<file path="config.mk">
export PLATFORM = sky130hd
export DESIGN_NAME = ahb_rr_output_arbiter
export DESIGN_NICKNAME = d
export VERILOG_FILES = /design/src/rtl/ahb_mtx_pkg.sv /design/src/rtl/rr_priority_pick.sv /design/src/rtl/ahb_rr_output_arbiter.sv
export SDC_FILE = /design/constraint.sdc
export NUM_CORES = 1
export LEC_CHECK = 0
export ABC_CLOCK_PERIOD_IN_PS = 2050
export CORE_AREA = 2 2 39 41
export CTS_CLUSTER_DIAMETER = 80
export DETAILED_ROUTE_END_ITERATION = 8
export DIE_AREA = 0 0 41 43
export PLACE_DENSITY = 0.65
export SYNTH_ARGS = -nofsm -noshare
export SYNTH_HDL_FRONTEND = slang
export SYNTH_SLANG_ARGS = --single-unit
</file>
<file path="constraint.sdc">
create_clock -name HCLK -period 2.05 [get_ports HCLK]
set_clock_uncertainty 0.05 [all_clocks]
set_input_delay 0.3075 -clock HCLK [delete_from_list [all_inputs] [get_ports HCLK]]
set_output_delay 0.3075 -clock HCLK [all_outputs]
set_load 0.005 [all_outputs]
</file>
<file path="src/rtl/ahb_mtx_pkg.sv">
// Shared AHB bus-matrix encodings and burst-length helper.
package ahb_mtx_pkg;

    localparam logic [1:0] HTRANS_IDLE   = 2'b00;
    localparam logic [1:0] HTRANS_BUSY   = 2'b01;
    localparam logic [1:0] HTRANS_NONSEQ = 2'b10;
    localparam logic [1:0] HTRANS_SEQ    = 2'b11;

    localparam logic [2:0] HBURST_SINGLE = 3'b000;
    localparam logic [2:0] HBURST_INCR   = 3'b001;
    localparam logic [2:0] HBURST_WRAP4  = 3'b010;
    localparam logic [2:0] HBURST_INCR4  = 3'b011;
    localparam logic [2:0] HBURST_WRAP8  = 3'b100;
    localparam logic [2:0] HBURST_INCR8  = 3'b101;
    localparam logic [2:0] HBURST_WRAP16 = 3'b110;
    localparam logic [2:0] HBURST_INCR16 = 3'b111;

    // Beats still owed after the NONSEQ of a burst; undefined-length INCR owes none.
    function automatic logic [3:0] burst_beats(input logic [2:0] hburst);
        logic [3:0] beats;
        beats = 4'd0;
        case (hburst)
            HBURST_WRAP4,  HBURST_INCR4:  beats = 4'd3;
            HBURST_WRAP8,  HBURST_INCR8:  beats = 4'd7;
            HBURST_WRAP16, HBURST_INCR16: beats = 4'd15;
            default:                      beats = 4'd0;
        endcase
        return beats;
    endfunction

endpackage

</file>
<file path="src/rtl/rr_priority_pick.sv">
// Combinational round-robin pick: first requester after last_grant, wrapping.
module rr_priority_pick #(
    parameter int NUM_PORTS = 4,
    parameter int PORT_W    = $clog2(NUM_PORTS)
) (
    input  logic [NUM_PORTS-1:0] req,
    input  logic [PORT_W-1:0]    last_grant,
    output logic [PORT_W-1:0]    winner,
    output logic                 any_req
);

    int   idx;
    logic found;

    always_comb begin
        winner  = last_grant;
        any_req = |req;
        found   = 1'b0;
        idx     = 0;
        // Offset NUM_PORTS lands back on last_grant, so a lone requester re-wins.
        for (int off = 1; off <= NUM_PORTS; off++) begin
            idx = (int'(last_grant) + off) % NUM_PORTS;
            if (!found && req[idx[PORT_W-1:0]]) begin
                winner = idx[PORT_W-1:0];
                found  = 1'b1;
            end
        end
    end

endmodule

</file>
<file path="src/rtl/ahb_rr_output_arbiter.sv">
// Round-robin output-stage arbiter for one AHB bus-matrix slave port.
// Define ARB_BURST_HOLD_EN to freeze the grant for the length of fixed-length bursts.
module ahb_rr_output_arbiter
    import ahb_mtx_pkg::*;
#(
    parameter  int NUM_PORTS = 4,
    localparam int PORT_W    = $clog2(NUM_PORTS)
) (
    input  logic                 HCLK,
    input  logic                 HRESETn,
    input  logic [NUM_PORTS-1:0] req_port,
    input  logic                 HREADYM,
    input  logic                 HSELM,
    input  logic [1:0]           HTRANSM,
    input  logic [2:0]           HBURSTM,
    input  logic                 HMASTLOCKM,
    output logic [PORT_W-1:0]    addr_in_port,
    output logic                 no_port,
    output logic                 burst_hold
);

    logic [PORT_W-1:0] last_grant;
    logic [PORT_W-1:0] grant_d;
    logic [PORT_W-1:0] last_grant_d;
    logic              no_port_d;
    logic [PORT_W-1:0] winner;
    logic              any_req;
    logic              hold_d;

    rr_priority_pick #(
        .NUM_PORTS (NUM_PORTS),
        .PORT_W    (PORT_W)
    ) u_pick (
        .req        (req_port),
        .last_grant (last_grant),
        .winner     (winner),
        .any_req    (any_req)
    );

`ifdef ARB_BURST_HOLD_EN
    logic [3:0] beat_cnt;
    logic [3:0] beat_cnt_d;
    logic       hold_q;

    // Beats remaining after the transfer accepted on this edge.
    always_comb begin
        beat_cnt_d = beat_cnt;
        if (!HSELM || HTRANSM == HTRANS_IDLE) begin
            beat_cnt_d = 4'd0;
        end else if (HTRANSM == HTRANS_NONSEQ) begin
            beat_cnt_d = burst_beats(HBURSTM);
        end else if (HTRANSM == HTRANS_SEQ && beat_cnt != 4'd0) begin
            beat_cnt_d = beat_cnt - 4'd1;
        end
    end

    assign hold_d = (beat_cnt_d != 4'd0);

    always_ff @(posedge HCLK or negedge HRESETn) begin
        if (!HRESETn) begin
            beat_cnt <= 4'd0;
            hold_q   <= 1'b0;
        end else if (HREADYM) begin
            beat_cnt <= beat_cnt_d;
            hold_q   <= hold_d;
        end
    end

    assign burst_hold = hold_q;
`else
    logic unused_burst;

    assign hold_d       = 1'b0;
    assign burst_hold   = 1'b0;
    assign unused_burst = ^HBURSTM;
`endif

    always_comb begin
        grant_d      = addr_in_port;
        last_grant_d = last_grant;
        no_port_d    = 1'b1;
        if (HMASTLOCKM) begin
            no_port_d = 1'b0;
        end else if (hold_d) begin
            no_port_d = 1'b0;
        end else if (any_req) begin
            grant_d      = winner;
            last_grant_d = winner;
            no_port_d    = 1'b0;
        end else if (HSELM && HTRANSM != HTRANS_IDLE) begin
            no_port_d = 1'b0;
        end else if (HSELM) begin
            // Selected but idle: keep the port parked so the slave sees a stable owner.
            no_port_d = 1'b0;
        end
    end

    always_ff @(posedge HCLK or negedge HRESETn) begin
        if (!HRESETn) begin
            addr_in_port <= '0;
            no_port      <= 1'b1;
            last_grant   <= PORT_W'(NUM_PORTS - 1);
        end else if (HREADYM) begin
            addr_in_port <= grant_d;
            no_port      <= no_port_d;
            last_grant   <= last_grant_d;
        end
    end

endmodule

</file>
# Word level (Yosys, flattened, before mapping)
# Index checks and enable logic that the tools add are counted.
totals:
  regBits: 5
  latch_bits: 0
  mem_bits_rw: 0
  rom_bits: 0
  in_bits: 14
  out_inout_bits: 4
  n_memories: 0
classes:
  addsub: 4
  mul: 0
  div: 0
  magnitude_cmp: 4
  eq_ne: 0
  shift: 0
  mux: 19
  bitwise_logic: 1
  reduce_logical: 10
ops:
  columns: ["operator", "n"]
  rows:
  - ["$lt A2 B3 Y1 const B", 4]
  - ["$mux W1", 11]
  - ["$bmux W1 S2", 4]
  - ["$mux W2", 4]
  - ["$add A2 B1 Y2 const B", 2]
  - ["$add A2 B2 Y2 const B", 2]
  - ["$logic_and A1 B1 Y1", 4]
  - ["$reduce_or A4 Y1", 1]
  - ["$logic_not A1 Y1", 3]
  - ["$reduce_and A3 Y1", 1]
  - ["$reduce_bool A2 Y1", 1]
  - ["$not A1 Y1", 1]

# Depth between registers and ports, before layout
depth:
  depth_word: 13
  depth_mapped: 5

# Cells and area by module
# A second synthesis with hierarchy kept.
hier_totals:
  hier_cells: 28
  area_unflattened_um2: 309.0
by_module_without_submodules:
  columns: ["mod", "n_inst", "cells_each", "area_per_inst_um2", "seq_area_each_um2"]
  rows:
  - ["ahb_rr_output_arbiter", 1, 14, 236.5, 128.9]
  - ["rr_priority_pick", 1, 14, 72.6, 0.0]

# Least setup slack after synthesis
# OpenSTA, ideal clock, no wires.
synth_timing:
  path_type: "flip-flop to flip-flop"
  from: "register last_grant[0]"
  to: "register addr_in_port[1]"
  setup_ns: 0.135
  t_arrival_ns: 1.337
  slack_ns: 0.528
  path_stages_with_launch: 5
  n_path_buf: 0
  path_cell_list: "dfstp_2 inv_1 or4_1 a31oi_2 o31ai_1"
synth_via:
  elab_chain_len: 13
  word_cells_on_any_way: 25
synth_lines:
  columns: ["element", "line_no", "rtl"]
  rows:
  - ["start, declared", "ahb_rr_output_arbiter.sv:22", "logic [PORT_W-1:0] last_grant;"]
  - ["start signal, assigned", "ahb_rr_output_arbiter.sv:102", "last_grant <= PORT_W'(NUM_PORTS - 1);"]
  - ["start signal, assigned", "ahb_rr_output_arbiter.sv:106", "last_grant <= last_grant_d;"]
  - ["$add A2 B1 Y2", "rr_priority_pick.sv:22", "idx = (int'(last_grant) + off) % NUM_PORTS;"]
  - ["$bmux W1 S2", "rr_priority_pick.sv:23", "if (!found && req[idx[PORT_W-1:0]]) begin"]
  - ["$mux W1 (implied by the code)", "rr_priority_pick.sv:23", null]
  - ["$mux W1", "rr_priority_pick.sv:23", null]
  - ["$logic_not A1 Y1", "rr_priority_pick.sv:23", null]
  - ["$logic_and A1 B1 Y1", "rr_priority_pick.sv:23", null]
  - ["$mux W1", "rr_priority_pick.sv:23", null]
  - ["$logic_not A1 Y1", "rr_priority_pick.sv:23", null]
  - ["$logic_and A1 B1 Y1", "rr_priority_pick.sv:23", null]
  - ["$mux W1", "rr_priority_pick.sv:23", null]
  - ["$logic_not A1 Y1", "rr_priority_pick.sv:23", null]
  - ["$logic_and A1 B1 Y1", "rr_priority_pick.sv:23", null]
  - ["$mux W2 (*)", "rr_priority_pick.sv:23", null]
  - ["end signal, assigned", "ahb_rr_output_arbiter.sv:104", "addr_in_port <= grant_d;"]
  - ["end, declared", "ahb_rr_output_arbiter.sv:17", "output logic [PORT_W-1:0] addr_in_port,"]
# Mark *: on every way between the ends. The rest lies on a longest branch, timed or not. The select of a mux whose other input is x is not followed.
# A chain may end at the register's enable or synchronous reset.

# Worst setup path after layout
layout_timing:
  from: "input req_port[3]"
  to: "register last_grant[1]"
layout_via:
  elab_chain_len: 12
  word_cells_on_any_way: 23
layout_lines:
  columns: ["element", "line_no", "rtl"]
  rows:
  - ["start, declared", "ahb_rr_output_arbiter.sv:11", "input logic [NUM_PORTS-1:0] req_port,"]
  - ["$bmux W1 S2", "rr_priority_pick.sv:23", null]
  - ["$mux W1 (implied by the code)", "rr_priority_pick.sv:23", null]
  - ["$mux W1", "rr_priority_pick.sv:23", null]
  - ["$logic_not A1 Y1", "rr_priority_pick.sv:23", null]
  - ["$logic_and A1 B1 Y1", "rr_priority_pick.sv:23", null]
  - ["$mux W1", "rr_priority_pick.sv:23", null]
  - ["$logic_not A1 Y1", "rr_priority_pick.sv:23", null]
  - ["$logic_and A1 B1 Y1", "rr_priority_pick.sv:23", null]
  - ["$mux W1", "rr_priority_pick.sv:23", null]
  - ["$logic_not A1 Y1", "rr_priority_pick.sv:23", null]
  - ["$logic_and A1 B1 Y1", "rr_priority_pick.sv:23", null]
  - ["$mux W2", "rr_priority_pick.sv:23", null]
# Parallel ways exist; a longest one is shown, timed or not. The select of a mux whose other input is x is not followed.

==> reports/metrics.yaml <==
overflow: 0
die_w_um: 41
grt_max_degree: 10
setup_viol: 0
min_period_ns: 1.70
place.detailed.hpwl_um: 664
start_util_pct: 27.1
synthMuxAreaShare_pct: 3.00
via_per_inst: 4.80
final.setup.tns_ns: 0
grt_use_met3_pct: 0
crit_arrival_ns: 1.81
numPortBuffers: 11
synth-compound-area-share_pct: 26.3
synthSimpleGateAreaFrac_pct: 31.3
ys_types: 29
synth_top_area_share_pct: 21.0
crit_chain: "clkdlybuf4s50_1, or4_4, and3b_4, a211oi_2"
synth_edf_count: 0
gp_congestion: 0.854
cts_buffers: 3
post_cts_buffers: 0
ant_nets: 0
syn_avg_cell_area_um2: 8.94
grt_pass1_vias: 328
synth_area_leaders: "dfstp_2 21%, dfrtp_1 13%, a21oi_1 5.3%, nor2_1 5.0%, o21ai_0 4.0%"
core_area_um2: 1380
area_growth_pct: 44.7
syn_inst: 42
status: "finished clean"
synth_area_leader_cell: "dfstp_2"
antenna_found_initial: 0
htree_levels: 1
drive_gt1_share_pct: 27.6
min_path_type: "in2async"
synth_top_family_by_area: "simple AND/OR/NAND/NOR gates"
grt_use_met1_pct: 11.1
ys_seq_elements: 5
post_cts_resize_count: 0
clkSlewWorstSetupHoldPaths_ns: 0.04
cts-root-buf: "clkbuf_4"
hold_ws_ns: 0.231
cts_tree: "yes"
r2r-end: "addr_in_port[1]$_DFFE_PN0P_"
critPathLaunchType: "input port"
async_flop_share_pct: 100
wl_per_cell_um: 10.7
yosysMostFrequentCell: "nor2_1"
cpPeakStageDelay_ns: 0.58
power_density_nw_per_um2: 873
ff2ff_path_depth: 4
insertion_delay_ns: 0.24
busiest_layer: "met2"
synth_top_flop_cell: "dfstp_2"
ios: 18
drt_iter0_drc: 5
critPathMaxFanout: 6
ctsHoldBuffers: 0
grt_first_pass_wirelength_um: 1250
dr_total_vias: 355
r2r_start: "last_grant[0]$_DFFE_PN1P_"
synth_warnings: 0
maxCapViolations: 0
r2r_slack_ns: 0.44
synth_xor_area_share_pct: 0
ys_seq_area_share_pct: 34.3
syn_area_um2: 375
wl_um: 791
grtUsageTotal_pct: 10.2
fin_crit_sh_pct: 82.8
syn_nets: 56
clock-sinks: 5
grtUsageMet2_pct: 17.2
max_freq_mhz: 589
cp_slowest_cell: "or4_4"
ir_drop_mv: 0.203
setup.worst_path.class: "in2reg"
slew_viol_final: 0
clk_path_buf_depth: 2
synth_commonest_cells: "5 x nor2_1, 4 x a21oi_1, 3 x dfstp_2, 3 x o21ai_0"
p_leak_nw: 0.208
endpoint_kind: "flip-flop"
hold_violations: 0
dieHeight_um: 43
antenna_cells: 0
dieArea_um2: 1760
drcViolationCount: 0
row_count: 14
rsz0062_at_grt: "no"
nNetsFinal: 73
crit_required_ns: 2.16
dr.pass1.iters: 4
synth-adder-area-share_pct: 0
[registers in the layout, indices dropped and copies added (netlist names)]
register	flops
addr_in_port	2
last_grant	2
no_port	1
[cells by family (layout without fill, tap and decap cells)]
| kind of cell | count (synthesis) | count (layout) |
|---|---|---|
| flip-flops | 5 | 5 |
| AND/OR/NAND/NOR | 18 | 18 |
| multiplexers | 1 | 1 |
| buffers and inverters | 3 | 19 |
| AO/OA/AOI/OAI | 14 | 14 |
| other | 1 | 1 |
[stage by stage]
| step | setup WS (ns) | power, mW | std cells | cell area, um2 | utilization [%] |
|---|---|---|---|---|---|
| after floorplan | 0.528 | 0.288 | 42 | 375 | - |
| after global placement | 0.110 | 0.358 | 70 | 517 | 37.3 |
| after detailed placement | 0.0847 | 0.364 | 70 | 517 | 37.3 |
| after CTS | 0.353 | 0.482 | 74 | 543 | 39.2 |
| after global routing | 0.311 | 0.523 | 74 | 543 | 39.2 |
| final | 0.353 | 0.474 | 74 | 543 | 39.2 |
[how the worst max path moves through the flow]
stage,end,slack (ns),depth (start not counted),startpoint
detailed placement,last_grant[1]$_DFFE_PN1P_,0.08,4,req_port[3]
floorplan,addr_in_port[1]$_DFFE_PN0P_,0.53,4,last_grant[0]$_DFFE_PN1P_
CTS,last_grant[1]$_DFFE_PN1P_,0.35,4,req_port[3]
global route,last_grant[1]$_DFFE_PN1P_,0.31,4,req_port[3]
global placement,last_grant[1]$_DFFE_PN1P_,0.11,4,req_port[3]
finish,last_grant[1]$_DFFE_PN1P_,0.35,4,req_port[3]
[power breakdown]
| part | internal (mW) | leakage, nW | switching (mW) |
|---|---|---|---|
| clock | 0.0734 | 0.0150 | 0.0381 |
| combinational | 0.103 | 0.138 | 0.0722 |
| sequential | 0.145 | 0.0547 | 0.0422 |
| total | 0.321 | 0.208 | 0.152 |
[critical path: cells and delay by family]
family,cells,cell delay (ns)
and+or+nand+nor,2,0.80
AOI/OAI and AO/OA,1,0.21
buffers and inverters,1,0.49
[area by class of cell]
type                       instances  area (um2)
clock buffer                       4        26.3
timing repair buffer              14         133
sequential                         5         129
fill                             160         841
multi-input combinational         34         231
tap                               16        20.0
inverter                           1        3.75
[layout by cell type, fill, tap and decap left out, types with 2 or more instances in the layout]
cell type        instances
o31ai_1                  2
clkbuf_4                 3
dfrtp_1                  2
nor2_1                   5
clkdlybuf4s50_1         11
dfstp_2                  3
buf_4                    3
a21oi_1                  4
o21ai_0                  3
[metal layers]
layer | share of wire (%) | vias to the layer above
met3 | 3.4 | 0
met2 | 52 | 6
met1 | 44 | 163
li1 | - | 186
met4 | 0 | 0
met5 | 0 | -
Note: power is estimated with default switching activity, not from simulation.
